$ cat src/rtl/pong_pkg.sv
// Shared playfield geometry and state/direction types for the pong ball engine.
package pong_pkg;

  localparam int X_WIDTH     = 10;
  localparam int Y_WIDTH     = 10;
  localparam int SCREEN_W    = 640;
  localparam int SCREEN_H    = 480;
  localparam int BALL_SIZE   = 8;
  localparam int PADDLE_W    = 8;
  localparam int PADDLE_H    = 64;
  localparam int PADDLE_L_X  = 16;
  localparam int PADDLE_R_X  = 616;
  localparam int SPEED       = 2;
  localparam int SERVE_DELAY = 60;

  typedef enum logic [1:0] {SERVE, PLAY, GOAL} ball_state_t;
  typedef enum logic {DIR_NEG, DIR_POS} dir_t;

endpackage

$ cat src/rtl/serve_delay_counter.sv
// Counts frame ticks while the ball rests at centre; done flags the tick that
// completes the serve delay.
module serve_delay_counter #(
  parameter int SERVE_DELAY = 60
) (
  input  logic clk,
  input  logic reset,
  input  logic tick,
  input  logic enable,
  input  logic clear,
  output logic done
);

  localparam int CW = $clog2(SERVE_DELAY + 1);

  logic [CW-1:0] count_q;

  assign done = enable && tick && (count_q == CW'(SERVE_DELAY - 1));

  always_ff @(posedge clk) begin
    if (reset || clear) begin
      count_q <= '0;
    end else if (enable && tick && (count_q < CW'(SERVE_DELAY))) begin
      count_q <= count_q + 1'b1;
    end
  end

endmodule

$ cat src/rtl/ball_motion.sv
// Pong ball position engine: serve delay, wall/paddle bounces and goal detection,
// all advanced once per frame_tick.
module ball_motion #(
  parameter int X_WIDTH     = pong_pkg::X_WIDTH,
  parameter int Y_WIDTH     = pong_pkg::Y_WIDTH,
  parameter int SCREEN_W    = pong_pkg::SCREEN_W,
  parameter int SCREEN_H    = pong_pkg::SCREEN_H,
  parameter int BALL_SIZE   = pong_pkg::BALL_SIZE,
  parameter int PADDLE_W    = pong_pkg::PADDLE_W,
  parameter int PADDLE_H    = pong_pkg::PADDLE_H,
  parameter int PADDLE_L_X  = pong_pkg::PADDLE_L_X,
  parameter int PADDLE_R_X  = pong_pkg::PADDLE_R_X,
  parameter int SPEED       = pong_pkg::SPEED,
  parameter int SERVE_DELAY = pong_pkg::SERVE_DELAY
) (
  input  logic               clk,
  input  logic               reset,
  input  logic               frame_tick,
  input  logic [Y_WIDTH-1:0] paddle_l_y,
  input  logic [Y_WIDTH-1:0] paddle_r_y,
  output logic [X_WIDTH-1:0] ball_x_coords,
  output logic [Y_WIDTH-1:0] ball_y_coords,
  output logic               ball_moving,
  output logic               goal_left,
  output logic               goal_right
);

  import pong_pkg::*;

  localparam int XW = X_WIDTH + 1;
  localparam int YW = Y_WIDTH + 1;

  localparam logic [X_WIDTH-1:0] CX = X_WIDTH'((SCREEN_W - BALL_SIZE) / 2);
  localparam logic [Y_WIDTH-1:0] CY = Y_WIDTH'((SCREEN_H - BALL_SIZE) / 2);

  localparam logic [XW-1:0] LF_X  = XW'(PADDLE_L_X + PADDLE_W);
  localparam logic [XW-1:0] PRX_X = XW'(PADDLE_R_X);
  localparam logic [XW-1:0] SPD_X = XW'(SPEED);
  localparam logic [XW-1:0] BS_X  = XW'(BALL_SIZE);
  localparam logic [XW-1:0] SW_X  = XW'(SCREEN_W);
  localparam logic [YW-1:0] SPD_Y = YW'(SPEED);
  localparam logic [YW-1:0] BS_Y  = YW'(BALL_SIZE);
  localparam logic [YW-1:0] SH_Y  = YW'(SCREEN_H);
  localparam logic [YW-1:0] PH_Y  = YW'(PADDLE_H);

  ball_state_t        state_q, state_d;
  logic [X_WIDTH-1:0] x_q, x_d;
  logic [Y_WIDTH-1:0] y_q, y_d;
  dir_t               dx_q, dx_d, dy_q, dy_d;
  logic               goal_l_q, goal_l_d, goal_r_q, goal_r_d;
  logic               cnt_clear, serve_done, in_serve;

  // Widened views so the bounds arithmetic cannot wrap
  logic [XW-1:0] xw;
  logic [YW-1:0] yw, pl_w, pr_w;
  logic          overlap_l, overlap_r;

  assign xw        = {1'b0, x_q};
  assign yw        = {1'b0, y_q};
  assign pl_w      = {1'b0, paddle_l_y};
  assign pr_w      = {1'b0, paddle_r_y};
  assign overlap_l = (yw + BS_Y > pl_w) && (yw < pl_w + PH_Y);
  assign overlap_r = (yw + BS_Y > pr_w) && (yw < pr_w + PH_Y);
  assign in_serve  = (state_q == SERVE);

  serve_delay_counter #(
    .SERVE_DELAY(SERVE_DELAY)
  ) u_serve_delay (
    .clk   (clk),
    .reset (reset),
    .tick  (frame_tick),
    .enable(in_serve),
    .clear (cnt_clear),
    .done  (serve_done)
  );

  always_comb begin
    state_d   = state_q;
    x_d       = x_q;
    y_d       = y_q;
    dx_d      = dx_q;
    dy_d      = dy_q;
    goal_l_d  = 1'b0;
    goal_r_d  = 1'b0;
    cnt_clear = 1'b0;
    if (frame_tick) begin
      case (state_q)
        SERVE: if (serve_done) state_d = PLAY;
        PLAY: begin
          if (dy_q == DIR_NEG) begin
            if (yw < SPD_Y) begin
              y_d  = '0;
              dy_d = DIR_POS;
            end else begin
              y_d = Y_WIDTH'(yw - SPD_Y);
            end
          end else if (yw + BS_Y + SPD_Y > SH_Y) begin
            y_d  = Y_WIDTH'(SH_Y - BS_Y);
            dy_d = DIR_NEG;
          end else begin
            y_d = Y_WIDTH'(yw + SPD_Y);
          end
          // Paddle faces only catch a ball arriving from the playfield side
          if (dx_q == DIR_NEG) begin
            if ((xw >= LF_X) && (xw <= LF_X + SPD_X) && overlap_l) begin
              x_d  = X_WIDTH'(LF_X);
              dx_d = DIR_POS;
            end else if (xw < SPD_X) begin
              x_d      = '0;
              goal_l_d = 1'b1;
              state_d  = GOAL;
            end else begin
              x_d = X_WIDTH'(xw - SPD_X);
            end
          end else begin
            if ((xw + BS_X <= PRX_X) && (xw + BS_X + SPD_X >= PRX_X) && overlap_r) begin
              x_d  = X_WIDTH'(PRX_X - BS_X);
              dx_d = DIR_NEG;
            end else if (xw + BS_X + SPD_X > SW_X) begin
              x_d      = X_WIDTH'(SW_X - BS_X);
              goal_r_d = 1'b1;
              state_d  = GOAL;
            end else begin
              x_d = X_WIDTH'(xw + SPD_X);
            end
          end
        end
        GOAL: begin
          // The ball exited in its travel direction, so re-serve the other way
          x_d       = CX;
          y_d       = CY;
          dx_d      = (dx_q == DIR_NEG) ? DIR_POS : DIR_NEG;
          cnt_clear = 1'b1;
          state_d   = SERVE;
        end
        default: state_d = SERVE;
      endcase
    end
  end

  always_ff @(posedge clk) begin
    if (reset) begin
      state_q  <= SERVE;
      x_q      <= CX;
      y_q      <= CY;
      dx_q     <= DIR_POS;
      dy_q     <= DIR_POS;
      goal_l_q <= 1'b0;
      goal_r_q <= 1'b0;
    end else begin
      state_q  <= state_d;
      x_q      <= x_d;
      y_q      <= y_d;
      dx_q     <= dx_d;
      dy_q     <= dy_d;
      goal_l_q <= goal_l_d;
      goal_r_q <= goal_r_d;
    end
  end

  assign ball_x_coords = x_q;
  assign ball_y_coords = y_q;
  assign ball_moving   = (state_q == PLAY);
  assign goal_left     = goal_l_q;
  assign goal_right    = goal_r_q;

endmodule

$ cat config.mk
export PLATFORM = sky130hd
export DESIGN_NAME = ball_motion
export DESIGN_NICKNAME = d
export VERILOG_FILES = /design/src/rtl/pong_pkg.sv /design/src/rtl/serve_delay_counter.sv /design/src/rtl/ball_motion.sv
export SDC_FILE = /design/constraint.sdc
export NUM_CORES = 1
export LEC_CHECK = 0
export CORE_ASPECT_RATIO = 0.5
export CORE_UTILIZATION = 30
export DETAILED_ROUTE_END_ITERATION = 6
export DONT_BUFFER_PORTS = 1
export GPL_TIMING_DRIVEN = 0
export MAX_ROUTING_LAYER = met4
export SYNTH_ARGS = -nofsm -noshare
export SYNTH_HDL_FRONTEND = slang
export SYNTH_SLANG_ARGS = --single-unit
$ cat constraint.sdc
create_clock -name clk -period 3.3 [get_ports clk]
set_input_delay 0.165 -clock clk [delete_from_list [all_inputs] [get_ports clk]]
set_output_delay 0.165 -clock clk [all_outputs]
set_load 0.01 [all_outputs]
[After elaboration in Yosys (flattened, before gate mapping)]
Index checks and enable logic that the tools add are counted.
Cells by class
  $add $sub $neg: 11
  equality and inequality tests: 8
  reductions and logical operators: 17
  bitwise gates (word level): 3
  order comparisons: 13
  muxes and demuxes: 29
Operator list (count)
  2-to-1 mux 10 bit: 8
  case mux 10 bit (2 select lines): 2
  adder 10 x 4 -> 11 bit (second input constant): 2
  adder 10 x 7 -> 11 bit (second input constant): 2
  adder 11 x 2 -> 11 bit (second input constant): 2
  greater-than comparator 11 x 10 -> 1 bit: 2
  < comparator 10 x 11 -> 1 bit: 2
  adder 10 x 2 -> 10 bit (second input constant): 2
  < comparator 10 x 2 -> 1 bit (second input constant): 2
  subtractor 10 x 2 -> 10 bit (second input constant): 2
  2-to-1 mux 2 bit: 6
  greater-or-equal comparator 11 x 10 -> 1 bit (second input constant): 1
  greater-than comparator 11 x 10 -> 1 bit (second input constant): 1
  greater-than comparator 11 x 9 -> 1 bit (second input constant): 1
  <= comparator 11 x 10 -> 1 bit (second input constant): 1
  2-to-1 mux 1 bit: 11
  greater-or-equal comparator 10 x 5 -> 1 bit (second input constant): 1
  <= comparator 10 x 5 -> 1 bit (second input constant): 1
  OR reduction 5 bit: 2
  logical AND 1 bit: 9
  adder 6 x 1 -> 6 bit (second input constant): 1
  == test 6 bit (second input constant): 1
  < comparator 6 bit (second input constant): 1
  inequality test 3 bit (second input constant): 2
  13 further kinds: 16
Word-level totals
  word-level logic and storage cells: 89
  bits of input ports: 23
  register bits after elaboration: 32

[Depth between registers and ports, before layout]
Gate-level depths: netlist (run 1).
  depth after elaboration: 8
  gate-level depth with buffers: 14

[Hierarchy]
Synthesis (run 1) repeated with hierarchy kept, for this count alone.
Second synthesis, totals
  cells, all modules: 516
  area, all modules: 3868.7 sq um
Modules (own cells, without submodules)
  ball_motion: times used 1, sequential area each 480.5 sq um, area an instance 3570.9 sq um, cells each 482
  serve_delay_counter: times used 1, sequential area each 120.1 sq um, area an instance 297.8 sq um, cells each 34

[Worst setup path before layout (run 1)]
OpenSTA, ideal clock, no wires.
  path type: reg-to-reg
  start point: reg y_q[3], in the netlist ball_y_coords[3]
  end point: reg x_q[7], in the netlist ball_x_coords[7]
  arrival: 3.227 ns
  stages on the path, launching flop included: 14
  slack: -0.006 ns
  path buffers: 2
  path through: dfxtp_1 > clkbuf_1 > inv_1 > ha_1 > ha_1 > a21o_1 > a21o_1 > a221oi_1 > nor3b_1 > o2111ai_1 > o21ai_2 > buf_6 > or3_1 > a211oi_2
Between the ends
  word-level cells in the longest chain between the ends: 7
  elaborated cells between the ends (all ways): 13
RTL lines
  start: declaration: RTL line ball_motion.sv:48  | logic [Y_WIDTH-1:0] y_q, y_d;
  start signal: assignment: RTL line ball_motion.sv:153  | y_q <= y_d;
  adder 10 x 4 -> 11 bit: RTL line ball_motion.sv:62, ball_motion.sv:63
  greater-than comparator 11 x 10 -> 1 bit, on equally long branches: RTL line ball_motion.sv:62, ball_motion.sv:63
  logical AND 1 bit, on equally long branches: RTL line ball_motion.sv:62, ball_motion.sv:63
  logical AND 1 bit, on equally long branches: RTL line ball_motion.sv:105, ball_motion.sv:116
  2-to-1 mux 10 bit, on equally long branches: RTL line ball_motion.sv:105, ball_motion.sv:116
  2-to-1 mux 10 bit *: RTL line ball_motion.sv:104  | if (dx_q == DIR_NEG) begin
  case mux 10 bit (2 select lines) *: RTL line ball_motion.sv:87  | case (state_q)
  end signal: assignment: RTL line ball_motion.sv:144  | x_q <= CX;
  end signal: assignment: RTL line ball_motion.sv:152  | x_q <= x_d;
  end: declaration: RTL line ball_motion.sv:47  | logic [X_WIDTH-1:0] x_q, x_d;
Every way passes the cells marked *; elsewhere a longest branch is shown, timed or not.
A chain may end at the register's enable or synchronous reset.

[Worst setup path in the final report (run 1)]
Same ends and word-level chain as after synthesis.

==> out/results.tsv, run 1 <==
stage	metric	value	unit
run_status	run_status	complete, no violations	
cts	ctsHoldBuffers	0	
grt	first_global_vias	3435	
worst_setup_path	arrival	3.33	ns
timing	worst_slew_pin_slew	0.744	ns
layout	ff_latch_area	616	um2
floorplan	io_pins	46	
synthesis	syn_avg_cell_area	7.60	um2
synthesis	ys_seq_area_frac	0.154	
cts	cts_tree	built	
layout	nFillCells	1317	
timing	setup_viol	0	
floorplan	dieWidth	163	um
synthesis	synth-seq-cells	30	
layout	multi_input_area	3120	um2
routing	drt_iter0_drc	239	
placement	dpl-instance-area	4120	um2
flow_run	max_cap_violations	0	
synthesis	synthTopCellsByArea	ha_1, dfxtp_1, nand2_1, xnor2_1, a21oi_1	
cts	cts_buffers	5	
power	peakVddDrop	0.204	mV
placement	place_worst_setup_slack	-0.854	ns
timing	fin_crit_sh	0.951	
worst_setup_path	r2r-end	ball_x_coords[7]	
grt	grt_first_pass_wirelength	17700	um
routing	via_count	3838	
synthesis	yosysUniqueCellTypes	84	
floorplan	dieArea	13500	um2
worst_setup_path	r2r_cells	13	
synthesis	synth_top_area_share	0.170	
timing	relSlewSlack	0.500	
timing	skew	0.0102	ns
timing	finalCriticalPeriod	3.14	ns
synthesis	synth_warnings	0	
worst_setup_path	crit_start	ball_y_coords[3]	
synthesis	synth_top_cell_by_area	ha_1	
timing	setup_slack	0.162	ns
routing	wire_per_inst	16.2	um
worst_setup_path	endpoint	ball_x_coords[7]	
synthesis	netlist_area	3900	um2
synthesis	synth_cells	514	
worst_setup_path	crit_required	3.49	ns
layout	fin_cells	703	
grt	overflow	0	
cts	cts-root-buf	clkbuf_16	
grt	grt_max_degree	11	
power	total_power	1.08	mW
layout	syn2layout_area_growth	16.3	%
synthesis	async_reset_ff_frac	0	
routing	viasPerCell	5.46	
cts	insertion_delay	0.28	ns
worst_setup_path	rrSetupSlack	0.16	ns
synthesis	synth_edf_count	0	
grt	grt_usage	0.171	
worst_setup_path	endpoint_kind	register	
worst_setup_path	cp-start-kind	register	
floorplan	die_h	82.7	um
cts	clkSinkCount	30	
cts	path_clk_slew	0.05	ns
placement	io_buffers	0	
grt	antenna_found_initial	0	
routing	drc	0	
floorplan	row_count	29	
synthesis	synthFlopType	dfxtp_1	
layout	num-nets-final	609	
timing	fin_setup_tns	0	ns
cts	clk_path_buf_depth	2	
layout	design_area	4540	um2
worst_setup_path	critPathMaxFanout	10	
layout	num_antenna_cells	0	
timing	rsz0062_at_grt	yes	
timing	report.final.slew_viol_count	0	
routing	wl	11400	um
power	power_density	238	nW/um2
routing	first_pass_iters	4	
timing	hold_viol	0	
worst_setup_path	criticalPathCategory	reg2reg	
floorplan	core-area	12700	um2
worst_setup_path	r2r-start	ball_y_coords[3]	
placement	gp_congestion	0.885	
cts	htreeDepth	2	
placement	hpwlAfterDp	8760	um
routing	drtAntennaViolNets	0	
hold_path	min_path_type	in2reg	
power	p_leak	1.82	nW
layout	drive_above_1_share	0.159	
placement	dp.cells	685	
floorplan	start_util	0.308	
timing	clock.fmax	319	MHz
how the worst min path moves through the flow:
stage | from | end | slack, ns | cells after the start
2_1_floorplan | frame_tick | goal_left | 0.34 | 2
3_3_place_gp | reset | ball_x_coords[7] | 0.39 | 2
3_5_place_dp | frame_tick | dy_q | 0.39 | 2
5_1_grt | reset | ball_x_coords[7] | 0.12 | 2
4_1_cts | reset | ball_x_coords[7] | 0.10 | 2
6_report | reset | ball_x_coords[7] | 0.10 | 2
report_power, final:
| part | total (mW) | switching (mW) | internal, mW | leakage [nW] |
|---|---|---|---|---|
| clock network | 0.434 | 0.158 | 0.275 | 0.0640 |
| registers | 0.391 | 0.0188 | 0.373 | 0.242 |
| logic | 0.257 | 0.149 | 0.108 | 1.51 |
routing by layer:
layer,routed length [um],global-route usage,up-vias
li1,-,-,1911
met1,5640,0.228,1811
met2,4930,0.270,108
met3,752,0.0290,8
met4,93,0.0336,0
met5,0,-,-
flip-flops by register name (all words and copies together) (netlist names):
signal and count:
goal_left 1, goal_right 1, dy_q 1, state_q 2, ball_x_coords 9, dx_q 1, ball_y_coords 9, u_serve_delay.count_q 6
synthesized netlist by cell type (3+ instances only):
master     number
nor4_1          3
a211oi_1        7
o22ai_1         7
ha_1           53
o2111ai_1       4
nand4_1         6
clkbuf_8        3
inv_1          38
or3_1           8
o31a_1          3
a21oi_1        29
o21a_1          7
nor2_1         37
and2_1          3
nor2b_1         6
clkbuf_1        9
a21o_1         10
buf_2           3
nand4b_1        4
a31oi_1         7
and3_1          3
buf_6           4
xnor2_1        17
buf_1           3
o221ai_1        4
nand2b_1        6
buf_4           6
a311oi_1        3
nand2_1        50
dfxtp_1        30
o31ai_1         4
nand3_1        22
a22oi_1         3
xor2_1         12
o21ai_0        22
nor3b_1         3
nor3_1         16
kinds of logic (layout without fill, tap and decap cells):
family,after synthesis,in the layout,synth area share
AND/OR/NAND/NOR,184,184,0.244
AO/OA/AOI/OAI,148,148,0.275
buffers and inverters,67,85,0.0865
adder cells (fa/ha/maj),53,53,0.170
flip-flops,30,30,0.154
XOR/XNOR,29,29,0.0650
multiplexers,2,2,0.00513
other,1,2,0.000960
area by class of cell:
class                           instances  share of cell area
Buffer                                 28              0.0502
Clock buffer                            7              0.0292
Inverter                               39              0.0331
Sequential cell                        30               0.136
Timing Repair Buffer                   11              0.0182
Multi-Input combinational cell        418               0.687
Tap cell                              170              0.0468
critical path: stages (launching register included):
cell and delay (ns):
dfxtp_4 0.41, buf_8 0.15, clkinvlp_4 0.11, ha_4 0.30, ha_1 0.23, a21o_1 0.18, a21o_1 0.20, a221oi_4 0.31
nor3b_2 0.08, o2111ai_2 0.25, o21ai_2 0.09, buf_6 0.15, or3_1 0.37, a211oi_2 0.21
placed cells by master, fill, tap and decap left out, types with 4 or more instances in the layout:
master	count
a211oi_1	6
a21o_1	10
a21oi_1	27
a31oi_1	7
buf_4	19
buf_6	6
clkbuf_1	7
clkbuf_16	5
dfxtp_1	24
ha_1	50
inv_1	37
nand2_1	49
nand2b_1	6
nand3_1	20
nand4_1	6
nand4b_1	4
nor2_1	36
nor2b_1	6
nor3_1	16
o21a_1	7
o21ai_0	20
o221ai_1	4
o22ai_1	7
o31ai_1	4
or3_1	8
xnor2_1	17
xor2_1	8
xor2_2	4
through the flow:
stage          utilization  hold slack [ns]
3_5_place_dp         0.326            0.385
3_3_place_gp         0.326            0.387
6_report             0.359            0.103
4_1_cts              0.347            0.105
5_1_grt              0.359            0.119
2_1_floorplan            -            0.338
repair_timing:
action                                  4_1_cts  5_1_grt
endpoints found under the setup margin       17        9
gates resized for setup                      28       27
buffers inserted                              6        5
pin swaps                                     3        7
(Power assumes the default switching activity.)
==> run 2, diff against run 1 <==
--- a/config.mk
+++ b/config.mk
@@ -6,7 +6,7 @@
 export NUM_CORES = 1
 export LEC_CHECK = 0
 export CORE_ASPECT_RATIO = 0.5
-export CORE_UTILIZATION = 30
+export CORE_UTILIZATION = 45
 export DETAILED_ROUTE_END_ITERATION = 6
 export DONT_BUFFER_PORTS = 1
 export GPL_TIMING_DRIVEN = 0
==> out/results.tsv, run 2 (same netlist as run 1, synthesis figures left out) <==
stage	metric	value	unit
worst_setup_path	criticalPathCategory	reg2reg	
grt	grt_max_degree	11	
worst_setup_path	r2r-end	ball_x_coords[7]	
cts	path_clk_slew	0.05	ns
hold_path	holdPathStages	2	
grt	grt_first_pass_wirelength	17200	um
layout	num_antenna_cells	0	
routing	drtAntennaViolNets	0	
timing	setup_slack	0.159	ns
worst_setup_path	crit_start	ball_y_coords[3]	
placement	gp_congestion	0.888	
timing	hold_viol	0	
hold_path	min_from	frame_tick	
power	pwr-share-clk	0.496	
grt	grt_usage	0.251	
routing	viasPerCell	5.93	
worst_setup_path	cp-start-kind	register	
cts	cts_tree	built	
cts	htreeDepth	2	
layout	final_common_cell	ha_1	
layout	mostFrequentLayoutCells	ha_1, nand2_1, inv_1	
routing	via_count	3798	
power	pwr-share-comb	0.198	
floorplan	die_h	67.9	um
cts	clkSinkCount	30	
layout	syn2layout_area_growth	13.5	%
layout	num-nets-final	604	
worst_setup_path	rrSetupSlack	0.16	ns
power	total_power	1.27	mW
floorplan	start_util	0.476	
floorplan	dieArea	9080	um2
layout	nFillCells	818	
routing	wire_per_inst	17.1	um
timing	report.final.slew_viol_count	0	
floorplan	core-area	8200	um2
routing	drt_iter0_drc	316	
cts	cts_buffers	5	
cts	clk_path_buf_depth	2	
flow_run	max_cap_violations	0	
power	power_density	287	nW/um2
worst_setup_path	crit_required	3.49	ns
layout	finalCoreUtilization	0.541	
routing	wl	11000	um
placement	place_worst_setup_slack	-0.710	ns
placement	io_buffers	0	
grt	overflow	0	
cts	ctsHoldBuffers	0	
power	intPower	0.931	mW
power	power_switching	0.340	mW
placement	hpwlAfterDp	8420	um
run_status	run_status	complete, no violations	
timing	clock.fmax	318	MHz
timing	worst_slew_pin_slew	0.917	ns
layout	drive_above_1_share	0.144	
routing	first_pass_iters	6	
hold_path	min_to	dy_q	
floorplan	io_pins	46	
layout	design_area	4430	um2
placement	dpl-instance-area	4050	um2
routing	drc	0	
floorplan	dieWidth	134	um
grt	antenna_found_initial	0	
worst_setup_path	r2r-start	ball_y_coords[3]	
power	p_sw_frac	0.268	
timing	setup_viol	0	
timing	fin_crit_sh	0.952	
power	p_leak	1.82	nW
worst_setup_path	arrival	3.33	ns
timing	skew	0.0100	ns
cts	cts-root-buf	clkbuf_16	
cts	insertion_delay	0.28	ns
hold_path	min_path_type	in2reg	
grt	first_global_vias	3366	
power	peakVddDrop	0.188	mV
worst_setup_path	critPathMaxFanout	10	
floorplan	row_count	23	
worst_setup_path	r2r_cells	13	
power	seqPwrFrac	0.306	
timing	finalCriticalPeriod	3.14	ns
timing	relSlewSlack	0.384	
worst_setup_path	endpoint_kind	register	
==> run 2: worst max-delay path by stage <==
stage	endpoint	slack [ns]	cells past startpoint
finish	ball_x_coords[7]	0.16	13
global placement	ball_x_coords[9]	-0.72	13
floorplan	ball_x_coords[7]	0.08	13
CTS	ball_x_coords[7]	0.003	13
global route	state_q[1]	-0.00008	13
detailed placement	ball_x_coords[9]	-0.71	12
==> run 2: critical path, cell delays in order, from the launching register on <==
cell	delay [ns]
dfxtp_4	0.39
buf_6	0.15
clkinvlp_4	0.12
ha_4	0.28
ha_1	0.29
a21o_1	0.18
a21o_1	0.18
a221oi_2	0.31
nor3b_1	0.10
o2111ai_2	0.24
o21ai_2	0.09
buf_6	0.16
or3_1	0.36
a211oi_2	0.20
==> run 2: final cells by class <==
type | count | area (um2) | area share
multi-input combinational | 418 | 3060 | 0.690
timing repair buffer | 6 | 45.0 | 0.0102
buffer | 28 | 226 | 0.0511
tap | 112 | 140 | 0.0316
clock inverter | 2 | 60.1 | 0.0135
clock buffer | 6 | 139 | 0.0313
inverter | 39 | 150 | 0.0339
sequential | 30 | 616 | 0.139
==> run 2: metal layers <==
metal,share of wire,vias up,track usage
met1,0.50,1741,0.341
li1,-,1902,-
met4,0.0030,0,0.0270
met2,0.41,149,0.386
met5,0,-,-
met3,0.078,6,0.0630
==> run 2: through the flow <==
stage	setup TNS [ns]	hold slack (ns)	cells
after floorplan	0	0.338	515
after global placement	-5.89	0.392	627
after detailed placement	-5.95	0.390	627
after CTS	0	0.0956	640
after global routing	-0.0000826	0.0957	641
final	0	0.101	641
==> run 2: what timing repair did <==
| action | in CTS | in global routing |
|---|---|---|
| pin swaps | 4 | 7 |
| setup endpoints to repair | 15 | 9 |
| gates resized for setup | 24 | 23 |
| buffers inserted | 5 | 1 |
==> run 2: power by group through the flow <==
stage,Clock (mW),Combinational [mW],Sequential [mW]
final,0.630,0.252,0.389
after global placement,0,0.235,0.399
after global routing,0.656,0.283,0.392
after detailed placement,0,0.236,0.399
after CTS,0.640,0.247,0.392
after floorplan,0,0.186,0.395
==> run 3, diff against run 2 <==
--- a/config.mk
+++ b/config.mk
@@ -11,6 +11,7 @@
 export DONT_BUFFER_PORTS = 1
 export GPL_TIMING_DRIVEN = 0
 export MAX_ROUTING_LAYER = met4
+export SETUP_SLACK_MARGIN = 0.4
 export SYNTH_ARGS = -nofsm -noshare
 export SYNTH_HDL_FRONTEND = slang
 export SYNTH_SLANG_ARGS = --single-unit
==> out/results.tsv, run 3 (same netlist as run 1, synthesis figures left out) <==
stage	metric	value	unit
cts	clkSinkCount	30	
floorplan	dieWidth	134	um
worst_setup_path	cpPeakStageDelay	0.41	ns
worst_setup_path	criticalPathCategory	reg2reg	
placement	gp_congestion	0.951	
timing	worst_slew_pin_slew	0.812	ns
timing	clock.fmax	340	MHz
routing	via_count	4034	
floorplan	core-area	8200	um2
timing	report.final.slew_viol_count	0	
run_status	run_status	complete, no violations	
worst_setup_path	endpoint_kind	register	
timing	setup_slack	0.358	ns
layout	num_antenna_cells	0	
placement	io_buffers	0	
grt	grt_max_degree	11	
worst_setup_path	arrival	3.14	ns
layout	nFillCells	752	
timing	fin_crit_sh	0.892	
routing	viasPerCell	6.04	
layout	num-nets-final	631	
grt	overflow	0	
timing	hold_viol	0	
floorplan	dieArea	9080	um2
flow_run	max_cap_violations	0	
routing	drt_iter0_drc	352	
power	p_leak	2.04	nW
floorplan	die_h	67.9	um
cts	ctsHoldBuffers	0	
floorplan	io_pins	46	
cts	clk_path_buf_depth	2	
cts	cts_buffers	5	
hold_path	min_path_type	in2reg	
timing	fin_setup_tns	0	ns
timing	finalCriticalPeriod	2.94	ns
timing	rsz0062_at_grt	yes	
placement	place_worst_setup_slack	-0.0213	ns
layout	mostFrequentLayoutCells	nand2_1, ha_1, buf_4	
layout	syn2layout_area_growth	29.6	%
routing	first_pass_iters	5	
worst_setup_path	cp_common_cell	o21ai_2	
worst_setup_path	path_cells	clkbuf_16 > nand3_4 > nor2_4 > xor2_2 > buf_4 > ha_1 > a21o_1 > a21oi_2 > o21ai_2 > o2111ai_2 > o21ai_2 > buf_6 > or3_4 > a211oi_2	
floorplan	row_count	23	
worst_setup_path	worst_path_max_delay_cell	dfxtp_4	
power	power_density	240	nW/um2
power	peakVddDrop	0.177	mV
worst_setup_path	critPathMaxFanout	6	
grt	first_global_vias	3779	
routing	wl	12200	um
routing	wire_per_inst	18.2	um
cts	cts_tree	built	
worst_setup_path	crit_required	3.50	ns
timing	setup_viol	0	
cts	insertion_delay	0.28	ns
routing	drc	0	
layout	drive_above_1_share	0.270	
routing	drtAntennaViolNets	0	
grt	grt_usage	0.274	
timing	skew	0.00658	ns
grt	grt_first_pass_wirelength	18700	um
cts	path_clk_slew	0.06	ns
worst_setup_path	cp-start-kind	register	
grt	antenna_found_initial	0	
timing	relSlewSlack	0.455	
layout	final_common_cell	nand2_1	
cts	htreeDepth	2	
power	total_power	1.22	mW
cts	cts-root-buf	clkbuf_16	
floorplan	start_util	0.476	
placement	hpwlAfterDp	8630	um
worst_setup_path	rrSetupSlack	0.36	ns
## run 3: cell count changes in the layout (fill, tap and decap cells not counted), sizes merged
cell,delta
buf,+27
bufinv,-1
clkbuf,+1
clkinvlp,-1
inv,+1
## run 3: metal layers
layer | routed length [um] | global-route usage
met5 | 0 | -
met4 | 212 | 0.0795
met3 | 838 | 0.0452
met2 | 5480 | 0.462
met1 | 5630 | 0.343
## run 3: final timing paths
kind	from	end	cells after the start
max reg2reg	ball_y_coords[3]	ball_x_coords[7]	14
max	ball_y_coords[3]	ball_x_coords[7]	14
min	reset	ball_x_coords[7]	2
min reg2reg	state_q[0]	state_q[0]	2
## run 3: critical path, delay by kind of cell, from the launching register on
family	cells	cell delay, ns
flip-flops	1	0.41
AO/OA/AOI/OAI	6	1.01
XOR/XNOR	1	0.18
adder cells (fa/ha/maj)	1	0.23
AND/OR/NAND/NOR	3	0.56
buffers and inverters	3	0.48
## run 3: repair_timing
action / CTS / global route
buffers inserted: 21 / 12
resized for setup: 53 / 53
pin swaps: 24 / 25
hold endpoints to repair: 0 / 0
setup endpoints to repair: 13 / 20
cloned: 0 / 0
## run 3: where the power goes
group	total, mW	internal (mW)	switching, mW
clock network	0.548	0.377	0.170
registers	0.387	0.370	0.0174
logic	0.282	0.120	0.162
total	1.22	0.867	0.349
## run 3: cell type report
cell class                      instances  area, um2  area share
Timing Repair Buffer                   33        268      0.0529
Inverter                               39        159      0.0314
Multi-Input combinational cell        418       3400       0.672
Clock buffer                            7        143      0.0282
Buffer                                 28        290      0.0574
Clock inverter                          1       30.0     0.00593
Tap cell                              112        140      0.0277
Sequential cell                        30        628       0.124
## run 3: metrics by stage
| stage | utilization | std cells | hold WS (ns) | cell area [um2] |
|---|---|---|---|---|
| floorplan | - | 515 | 0.338 | 4010 |
| global placement | 0.506 | 627 | 0.375 | 4150 |
| detailed placement | 0.506 | 627 | 0.375 | 4150 |
| CTS | 0.573 | 656 | 0.0928 | 4700 |
| global route | 0.617 | 668 | 0.100 | 5060 |
| finish | 0.617 | 668 | 0.102 | 5060 |
